`src/rtl/stream_writer.sv`:
```
// stream_writer
//   Pushes one frame of post-collision lattice values into nine
//   distribution BRAMs. Each accepted beat carries the nine directional
//   values of the current raster cell. Value i goes to BRAM i, at the
//   address of the neighbouring cell in direction i. The grid wraps
//   periodically in both axes.
//
//   Direction / BRAM index: 0 C, 1 N, 2 NE, 3 E, 4 SE, 5 S, 6 SW, 7 W, 8 NW
//   (north = vert-1, east = hor+1). Cell address = vert*HPIXELS + hor.
//
// Ports
//   clk_in          sole clock, rising edge
//   rst_in          synchronous active-high reset
//   start_in        begin one frame (honoured only while idle)
//   valid_in        data_in holds the next cell's nine values
//   data_in         per-direction values
//   ready_out       a beat is accepted this cycle when valid_in is high
//   we_out          per-BRAM write enable (registered)
//   addr_out        per-BRAM write address (registered)
//   data_out        per-BRAM write data (registered)
//   busy_out        frame in progress
//   frame_done_out  one-cycle pulse, coincides with the last cell's writes
module stream_writer #(
   parameter int HPIXELS    = 205,
   parameter int VPIXELS    = 154,
   parameter int DATA_WIDTH = 16
) (
   input  logic                                 clk_in,
   input  logic                                 rst_in,
   input  logic                                 start_in,
   input  logic                                 valid_in,
   input  logic [8:0][DATA_WIDTH-1:0]           data_in,
   output logic                                 ready_out,
   output logic [8:0]                           we_out,
   output logic [8:0][$clog2(HPIXELS*VPIXELS)-1:0] addr_out,
   output logic [8:0][DATA_WIDTH-1:0]           data_out,
   output logic                                 busy_out,
   output logic                                 frame_done_out
);

   localparam int HOR_SIZE  = $clog2(HPIXELS);
   localparam int VERT_SIZE = $clog2(VPIXELS);
   localparam int BRAM_SIZE = $clog2(HPIXELS*VPIXELS);

   typedef enum logic [1:0] {IDLE, RUN, DONE} state_t;

   state_t                     state, next_state;
   logic [HOR_SIZE-1:0]        hor, hor_m, hor_p;
   logic [VERT_SIZE-1:0]       vert, vert_m, vert_p;
   logic                       accept;
   logic                       last_col, last_row;
   logic [8:0][BRAM_SIZE-1:0]  nb_addr;

   function automatic logic [BRAM_SIZE-1:0] cell_addr(
      input logic [HOR_SIZE-1:0]  h,
      input logic [VERT_SIZE-1:0] v
   );
      logic [31:0] a;
      a = 32'(v) * 32'(HPIXELS) + 32'(h);
      return a[BRAM_SIZE-1:0];
   endfunction

   assign last_col = (hor  == HOR_SIZE'(HPIXELS-1));
   assign last_row = (vert == VERT_SIZE'(VPIXELS-1));

   // Periodic neighbour coordinates.
   always_comb begin
      hor_m  = (hor  == '0) ? HOR_SIZE'(HPIXELS-1)  : hor - 1'b1;
      hor_p  = last_col     ? '0                    : hor + 1'b1;
      vert_m = (vert == '0) ? VERT_SIZE'(VPIXELS-1) : vert - 1'b1;
      vert_p = last_row     ? '0                    : vert + 1'b1;
   end

   always_comb begin
      nb_addr[0] = cell_addr(hor,   vert);
      nb_addr[1] = cell_addr(hor,   vert_m);
      nb_addr[2] = cell_addr(hor_p, vert_m);
      nb_addr[3] = cell_addr(hor_p, vert);
      nb_addr[4] = cell_addr(hor_p, vert_p);
      nb_addr[5] = cell_addr(hor,   vert_p);
      nb_addr[6] = cell_addr(hor_m, vert_p);
      nb_addr[7] = cell_addr(hor_m, vert);
      nb_addr[8] = cell_addr(hor_m, vert_m);
   end

   always_ff @(posedge clk_in) begin
      if (rst_in) state <= IDLE;
      else        state <= next_state;
   end

   always_comb begin
      next_state     = state;
      ready_out      = 1'b0;
      busy_out       = 1'b0;
      frame_done_out = 1'b0;
      accept         = 1'b0;
      case (state)
         IDLE: begin
            if (start_in) next_state = RUN;
         end
         RUN: begin
            ready_out = 1'b1;
            busy_out  = 1'b1;
            accept    = valid_in;
            if (valid_in && last_col && last_row) next_state = DONE;
         end
         DONE: begin
            busy_out       = 1'b1;
            frame_done_out = 1'b1;
            next_state     = IDLE;
         end
         default: next_state = IDLE;
      endcase
   end

   // Raster counters: cleared on frame start, advanced per accepted beat.
   always_ff @(posedge clk_in) begin
      if (rst_in) begin
         hor  <= '0;
         vert <= '0;
      end else if (state == IDLE && start_in) begin
         hor  <= '0;
         vert <= '0;
      end else if (accept) begin
         hor <= hor_p;
         if (last_col) vert <= vert_p;
      end
   end

   always_ff @(posedge clk_in) begin
      if (rst_in) begin
         we_out   <= '0;
         addr_out <= '0;
         data_out <= '0;
      end else begin
         we_out <= accept ? '1 : '0;
         if (accept) begin
            addr_out <= nb_addr;
            data_out <= data_in;
         end
      end
   end

endmodule

```
`config.mk`:
```
export PLATFORM = sky130hd
export DESIGN_NAME = stream_writer
export DESIGN_NICKNAME = d
export VERILOG_FILES = /design/src/rtl/stream_writer.sv
export SDC_FILE = /design/constraint.sdc
export NUM_CORES = 1
export LEC_CHECK = 0
export ABC_CLOCK_PERIOD_IN_PS = 9900
export BUFFER_PORTS_ARGS = -buffer_cell sky130_fd_sc_hd__buf_2
export CAP_MARGIN = 20
export CORE_UTILIZATION = 50
export CTS_CLUSTER_DIAMETER = 200
export DETAILED_ROUTE_END_ITERATION = 8
export GPL_TIMING_DRIVEN = 0
export PLACE_DENSITY_LB_ADDON = 0.1
export SYNTH_ARGS = -nofsm -noshare
export SYNTH_HDL_FRONTEND = slang
export SYNTH_SLANG_ARGS = --single-unit
```
`constraint.sdc`:
```
create_clock -name clk_in -period 9.9 [get_ports clk_in]
set_input_delay 0.99 -clock clk_in [delete_from_list [all_inputs] [get_ports clk_in]]
set_output_delay 0.99 -clock clk_in [all_outputs]
set_load 0.02 [all_outputs]
```
* After elaboration in Yosys (flattened, before gate mapping) *
Cells that the tools add are included.
W data, S select, Z words.

storage, ports and cells
  flip-flop bits (word level) = 306
  bits in latches = 0
  RAM bits = 0
  memory bits (read-only) = 0
  input bits = 148
  output and inout bits = 291
  word-level logic and storage cells = 66
  memories = 0

operators by class
  $add $sub $neg = 13
  multipliers = 3
  div/mod/pow operators = 0
  order comparisons = 0
  equal/unequal tests = 6
  shifts and indexed selects = 0
  muxes and demuxes = 12
  bitwise logic cells = 0
  reductions and logical operators = 10

operators by type and width
  kind                    count
  $add A15 B8 Y15         9
  $mul A8 B8 Y15 const B  3
  $mux W8                 4
  $add A8 B1 Y8 const B   2
  $eq A8 B8 Y1 const B    2
  $logic_not A8 Y1        2
  $sub A8 B1 Y8 const B   2
  $mux W9                 1
  $mux W1                 4
  $mux W2                 2
  $ne A2 B2 Y1 const B    2
  $pmux W2 S2             1
  $reduce_and A2 Y1       2
  $reduce_or A2 Y1        2
  $logic_and A1 B1 Y1     3
  $eq A2 B1 Y1 const B    1
  $eq A2 B2 Y1 const B    1
  $logic_not A2 Y1        1

* Longest topological paths before layout *
  word-level depth = 5
  gate-level depth with buffers = 23
  depth with buffers taken out = 22

* Worst setup path before layout *
Ideal clock, no wire load.

  path type = flip-flop to flip-flop
  from = reg vert[0]
  to = reg addr_out[29] in the netlist's numbering
  data arrival time = 5.704 ns
  slack = 4.117 ns
  cell stages (with the launch flop) = 24
  cells stage by stage = dfxtp_1 clkbuf_1 inv_1 ha_1 nand2_1 nand2_1 nand2_1 xnor2_1 or2_2 inv_1 ha_1 fa_1 fa_1 inv_1 fa_1 inv_1 ha_1 a21o_2 a221oi_1 xor2_1 nor4_4 nand3_2 or4_1 o211ai_1

between the ends
  longest elaborated chain between the ends = 4

RTL lines
  element                                                   line  RTL
  start: declaration                                        49    logic [VERT_SIZE-1:0] vert, vert_m, vert_p;
  start signal: assignment                                  126   if (last_col) vert <= vert_p;
  $sub A8 B1 Y8 / $logic_not A8 Y1 (equally long branches)  70    vert_m = (vert == '0) ? VERT_SIZE'(VPIXELS-1) : vert - 1'b1;
  $mux W8 (*)                                               70
  $mul A8 B8 Y15 (*)                                        59    a = 32'(v) * 32'(HPIXELS) + 32'(h);
  $add A15 B8 Y15 (*)                                       59
  end signal: assignment                                    138   addr_out <= nb_addr;
  end: declaration                                          35    output logic [8:0][$clog2(HPIXELS*VPIXELS)-1:0] addr_out,

Mark *: on every way between the ends. The rest lies on a longest branch, timed or not.
A chain may end at the register's enable or synchronous reset.

* Worst setup path in the final report *
  from = reg vert[1]
  to = reg addr_out[72] in the netlist's numbering

between the ends
  longest elaborated chain between the ends = 4

RTL lines
  element              line  RTL
  $eq A8 B8 Y1         64    assign last_row = (vert == VERT_SIZE'(VPIXELS-1));
  $mux W8              71    vert_p = last_row ? '0 : vert + 1'b1;
  named net vert_p[0]  49
  $mul A8 B8 Y15       59
  $add A15 B8 Y15      59

The timed path passes the listed nets, and every way through them passes these cells.

==> results.txt <==
Post-synthesis cell type with the largest combined area -> sky130_fd_sc_hd__dfxtp_1
Cell area power density -> 137 mW/mm^2
Total CTS buffers -> 36
Number of antenna violations at the first check in global routing -> 1
Main synth FF type -> sky130_fd_sc_hd__dfxtp_1
Synth cell count leaders -> sky130_fd_sc_hd__nand2_1, sky130_fd_sc_hd__dfxtp_1, sky130_fd_sc_hd__a21oi_1
Internal portion of total power -> 0.00219 W
Slew at the pin closest to its max-slew limit -> 1.18 ns
Worst path slowest cell -> sky130_fd_sc_hd__a311oi_1
Met3 usage in global routing -> 6.61%
IO Count -> 439
Num Clock Sinks -> 298
Routed wire length -> 63800 microns
Total Power Consumption -> 0.00310 W
Timing-limited maximum frequency -> 148 MHz
First-pass GRT wire length -> 97100 microns
CTS-repair resized insts -> 0
Maximum clock path buffer count -> 3
Number of max-slew violations in the final report -> 0
Final hold violation count -> 0
Count of antenna diodes in the layout -> 0
Worst skew pair latency -> 0.55 ns
Count of input and output buffers -> 437
CP Class -> reg -> reg
Post-synthesis async set-or-reset flop share -> 0%
Die outline width -> 195 microns
Setup-failing EPs final -> 0
Total Neg Setup Slack -> 0 ns
Flop pwr share -> 42.1%
Detailed Place HPWL -> 51100 microns
Routed wire per std cell -> 19.4 microns
Family with the most delay on the worst path -> adder cells
Part of the power in combinational logic -> 15.8%
Vias per cell -> 5.56
Post-CTS setup buffer count -> 0
Met1 Track Usage GR -> 42.8%
Delay of the slowest cell on the worst path -> 0.78 ns
Root buffer cell -> sky130_fd_sc_hd__clkbuf_16
Die area -> 0.0381 sq mm
Combined area of all synthesized cells -> 0.0187 sq mm
Synthesis Warnings -> 0
Most used standard cell by instance count after synthesis -> sky130_fd_sc_hd__nand2_1
First-iteration detailed-routing DRC count -> 1243
Area occupied by multi-input gates -> 0.0117 sq mm
Slew HR -> 21.5%
Count of flip-flops with a built-in enable after synthesis -> 0
Residual DRC -> 0
Required time at the endpoint of the critical path -> 10.27 ns
Sequential fraction of the synthesis area -> 31.9%
Layout Nets -> 3207
Clock slew seen by the registers of the worst setup and hold paths -> 0.06 ns
Share of Yosys cell area claimed by the top area cell type -> 31.9%
Maximum fanout along the worst path -> 9
Clock tree from TritonCTS -> built
Site row count -> 70
Setup repair after global routing missed its margin -> no
Post-route fraction of the period consumed by the critical path -> 68.3%
Switching share of total power -> 29.6%
Met2 Resource Use GR -> 52.7%
Post-synthesis register bit count -> 298
ANT nets after route -> 0
Vias in the first global route -> 17400
CP Buf/Inv Count -> 5
Cell occurring most often along the worst timing path -> sky130_fd_sc_hd__ha_1
Mapped Nets -> 2729
Arrival time at the worst endpoint -> 7.13 ns
Crit path from -> vert[1]
Gp weighted congestion -> 0.995
Top Usage Layer GRT -> met2
Skew final -> 0.0175 ns
Effective utilization at floorplan -> 50.9%
Combined flip-flop and latch cell area -> 0.00597 sq mm
Launch instance of the worst register-to-register path -> vert[1]
Psw -> 0.000919 W
Die height -> 195 microns
Maximum ir drop on the vdd rail -> 0.000126 V
Overall overflow remaining after global route -> 0
Distinct cell type count of the synthesized netlist -> 71
Filler Cells Inserted -> 3313
Top area cells in the synthesized netlist -> sky130_fd_sc_hd__dfxtp_1, sky130_fd_sc_hd__ha_1, sky130_fd_sc_hd__nand2_1, sky130_fd_sc_hd__a21oi_1, sky130_fd_sc_hd__fa_1
Hold-fix buffer count after cts -> 0
Shortest clock period the worst path allows after layout -> 6.76 ns
Global-route usage over all layers -> 32.8%
Worst hold-check path type -> reg -> reg
Proportion of power drawn by the clock network -> 42.0%
Hold Crit Start -> addr_out[113]
Vias -> 18300
Count of max-cap constraint violations -> 0
Critical Path Source Type -> register
Largest net degree at the start of global routing -> 14
Core box area -> 0.0367 sq mm
Average size of a mapped cell -> 8.06 sq um
CTS H-tree depth -> 2
Synth-to-layout area growth -> 21.2%
Static leakage power -> 10.6 nW
CP Capture Type -> register
Fraction of layout cells with a size suffix above 1 -> 19.0%
Number of iterations in the first detailed-routing pass -> 6
Ordered cell list for the critical path -> inv_1 > ha_1 > and4_1 > clkbuf_1 > nor2_1 > ha_1 > ha_1 > inv_1 > fa_1 > fa_1 > inv_1 > ha_1 > xnor2_1 > ha_1 > nor3_1 > inv_1 > a311oi_1 > nor3_1 > xnor2_1 > a211oi_1
Post-Syn Instances -> 2318
Run status -> complete, no violations
metal layers:
layer,routed length (microns),up-vias
met4,2810,0
met5,0,-
li1,-,8917
met1,27700,8496
met3,5030,155
met2,28200,729
cell usage in the layout, fill, tap and decap left out, types with 8 or more instances in the layout:
| master | netlist | final |
|---|---|---|
| sky130_fd_sc_hd__a211oi_1 | 57 | 57 |
| sky130_fd_sc_hd__a21o_1 | 27 | 27 |
| sky130_fd_sc_hd__a21oi_1 | 272 | 272 |
| sky130_fd_sc_hd__a221o_1 | 12 | 12 |
| sky130_fd_sc_hd__a311oi_1 | 9 | 9 |
| sky130_fd_sc_hd__and2_1 | 17 | 17 |
| sky130_fd_sc_hd__and3_1 | 8 | 8 |
| sky130_fd_sc_hd__buf_2 | 0 | 440 |
| sky130_fd_sc_hd__buf_4 | 8 | 8 |
| sky130_fd_sc_hd__clkbuf_1 | 96 | 105 |
| sky130_fd_sc_hd__clkbuf_16 | 0 | 36 |
| sky130_fd_sc_hd__clkbuf_8 | 1 | 9 |
| sky130_fd_sc_hd__dfxtp_1 | 298 | 298 |
| sky130_fd_sc_hd__fa_1 | 44 | 44 |
| sky130_fd_sc_hd__ha_1 | 219 | 219 |
| sky130_fd_sc_hd__inv_1 | 135 | 135 |
| sky130_fd_sc_hd__nand2_1 | 464 | 464 |
| sky130_fd_sc_hd__nand2b_1 | 12 | 12 |
| sky130_fd_sc_hd__nand3_1 | 41 | 41 |
| sky130_fd_sc_hd__nand3b_1 | 17 | 17 |
| sky130_fd_sc_hd__nor2_1 | 154 | 154 |
| sky130_fd_sc_hd__nor2b_1 | 26 | 26 |
| sky130_fd_sc_hd__nor3_1 | 58 | 58 |
| sky130_fd_sc_hd__o211ai_1 | 11 | 11 |
| sky130_fd_sc_hd__o21a_1 | 16 | 16 |
| sky130_fd_sc_hd__o21ai_0 | 74 | 74 |
| sky130_fd_sc_hd__or3_1 | 14 | 14 |
| sky130_fd_sc_hd__xnor2_1 | 70 | 70 |
| sky130_fd_sc_hd__xor2_1 | 36 | 36 |
metrics by stage:
step,cell area (sq um),hold slack (ns),cells,setup WS [ns],utilization (%)
after global placement,21400,0.436,3223,3.17,58.4
after CTS,22600,0.449,3289,3.09,61.6
final,22600,0.446,3291,3.14,61.7
after floorplan,18700,0.484,2318,4.12,-
after global routing,22600,0.460,3291,2.87,61.7
after detailed placement,21500,0.439,3224,3.11,58.5
logic make-up (layout without fill, tap and decap cells):
family,after synthesis,after routing,synth area share (%)
AO/OA/AOI/OAI,543,543,17.8
adder cells (fa/ha/maj),263,263,19.4
XOR/XNOR,107,107,5.09
flip-flops,298,298,31.9
buffers and inverters,245,750,5.16
AND/OR/NAND/NOR,857,857,20.4
multiplexers,5,5,0.268
worst min-delay path, cell delays in order, from the launching register on:
cell and delay [ns]:
sky130_fd_sc_hd__dfxtp_1 0.30, sky130_fd_sc_hd__nand2_1 0.05, sky130_fd_sc_hd__a21oi_1 0.05
registers in the layout, indices dropped and copies added (netlist names):
name and flops:
data_out 144, addr_out 135, hor 8, vert 8
state 2, we_out 1
layout make-up:
type	instances	area share [%]
Multi-Input combinational cell	1775	51.9
Sequential cell	298	26.4
Timing Repair Buffer	440	9.73
Clock buffer	53	4.62
Tap cell	468	2.59
Inverter	135	2.24
Buffer	110	2.02
Clock inverter	12	0.531
power by group through the flow:
stage                     logic (W)  registers (W)  clock network [W]
final                      0.000492        0.00131            0.00131
after global placement     0.000482        0.00133                  0
after global routing       0.000533        0.00131            0.00138
after CTS                  0.000490        0.00131            0.00133
after detailed placement   0.000488        0.00133                  0
after floorplan            0.000200        0.00141                  0
final timing paths:
path / cells past startpoint / slack [ns] / to
worst min register to register: 2 / 0.45 / addr_out[113]
worst max-delay path: 20 / 3.14 / addr_out[72]
worst max register to register: 20 / 3.14 / addr_out[72]
worst min-delay path: 2 / 0.45 / addr_out[113]
Power figures use the tool's default switching activity.
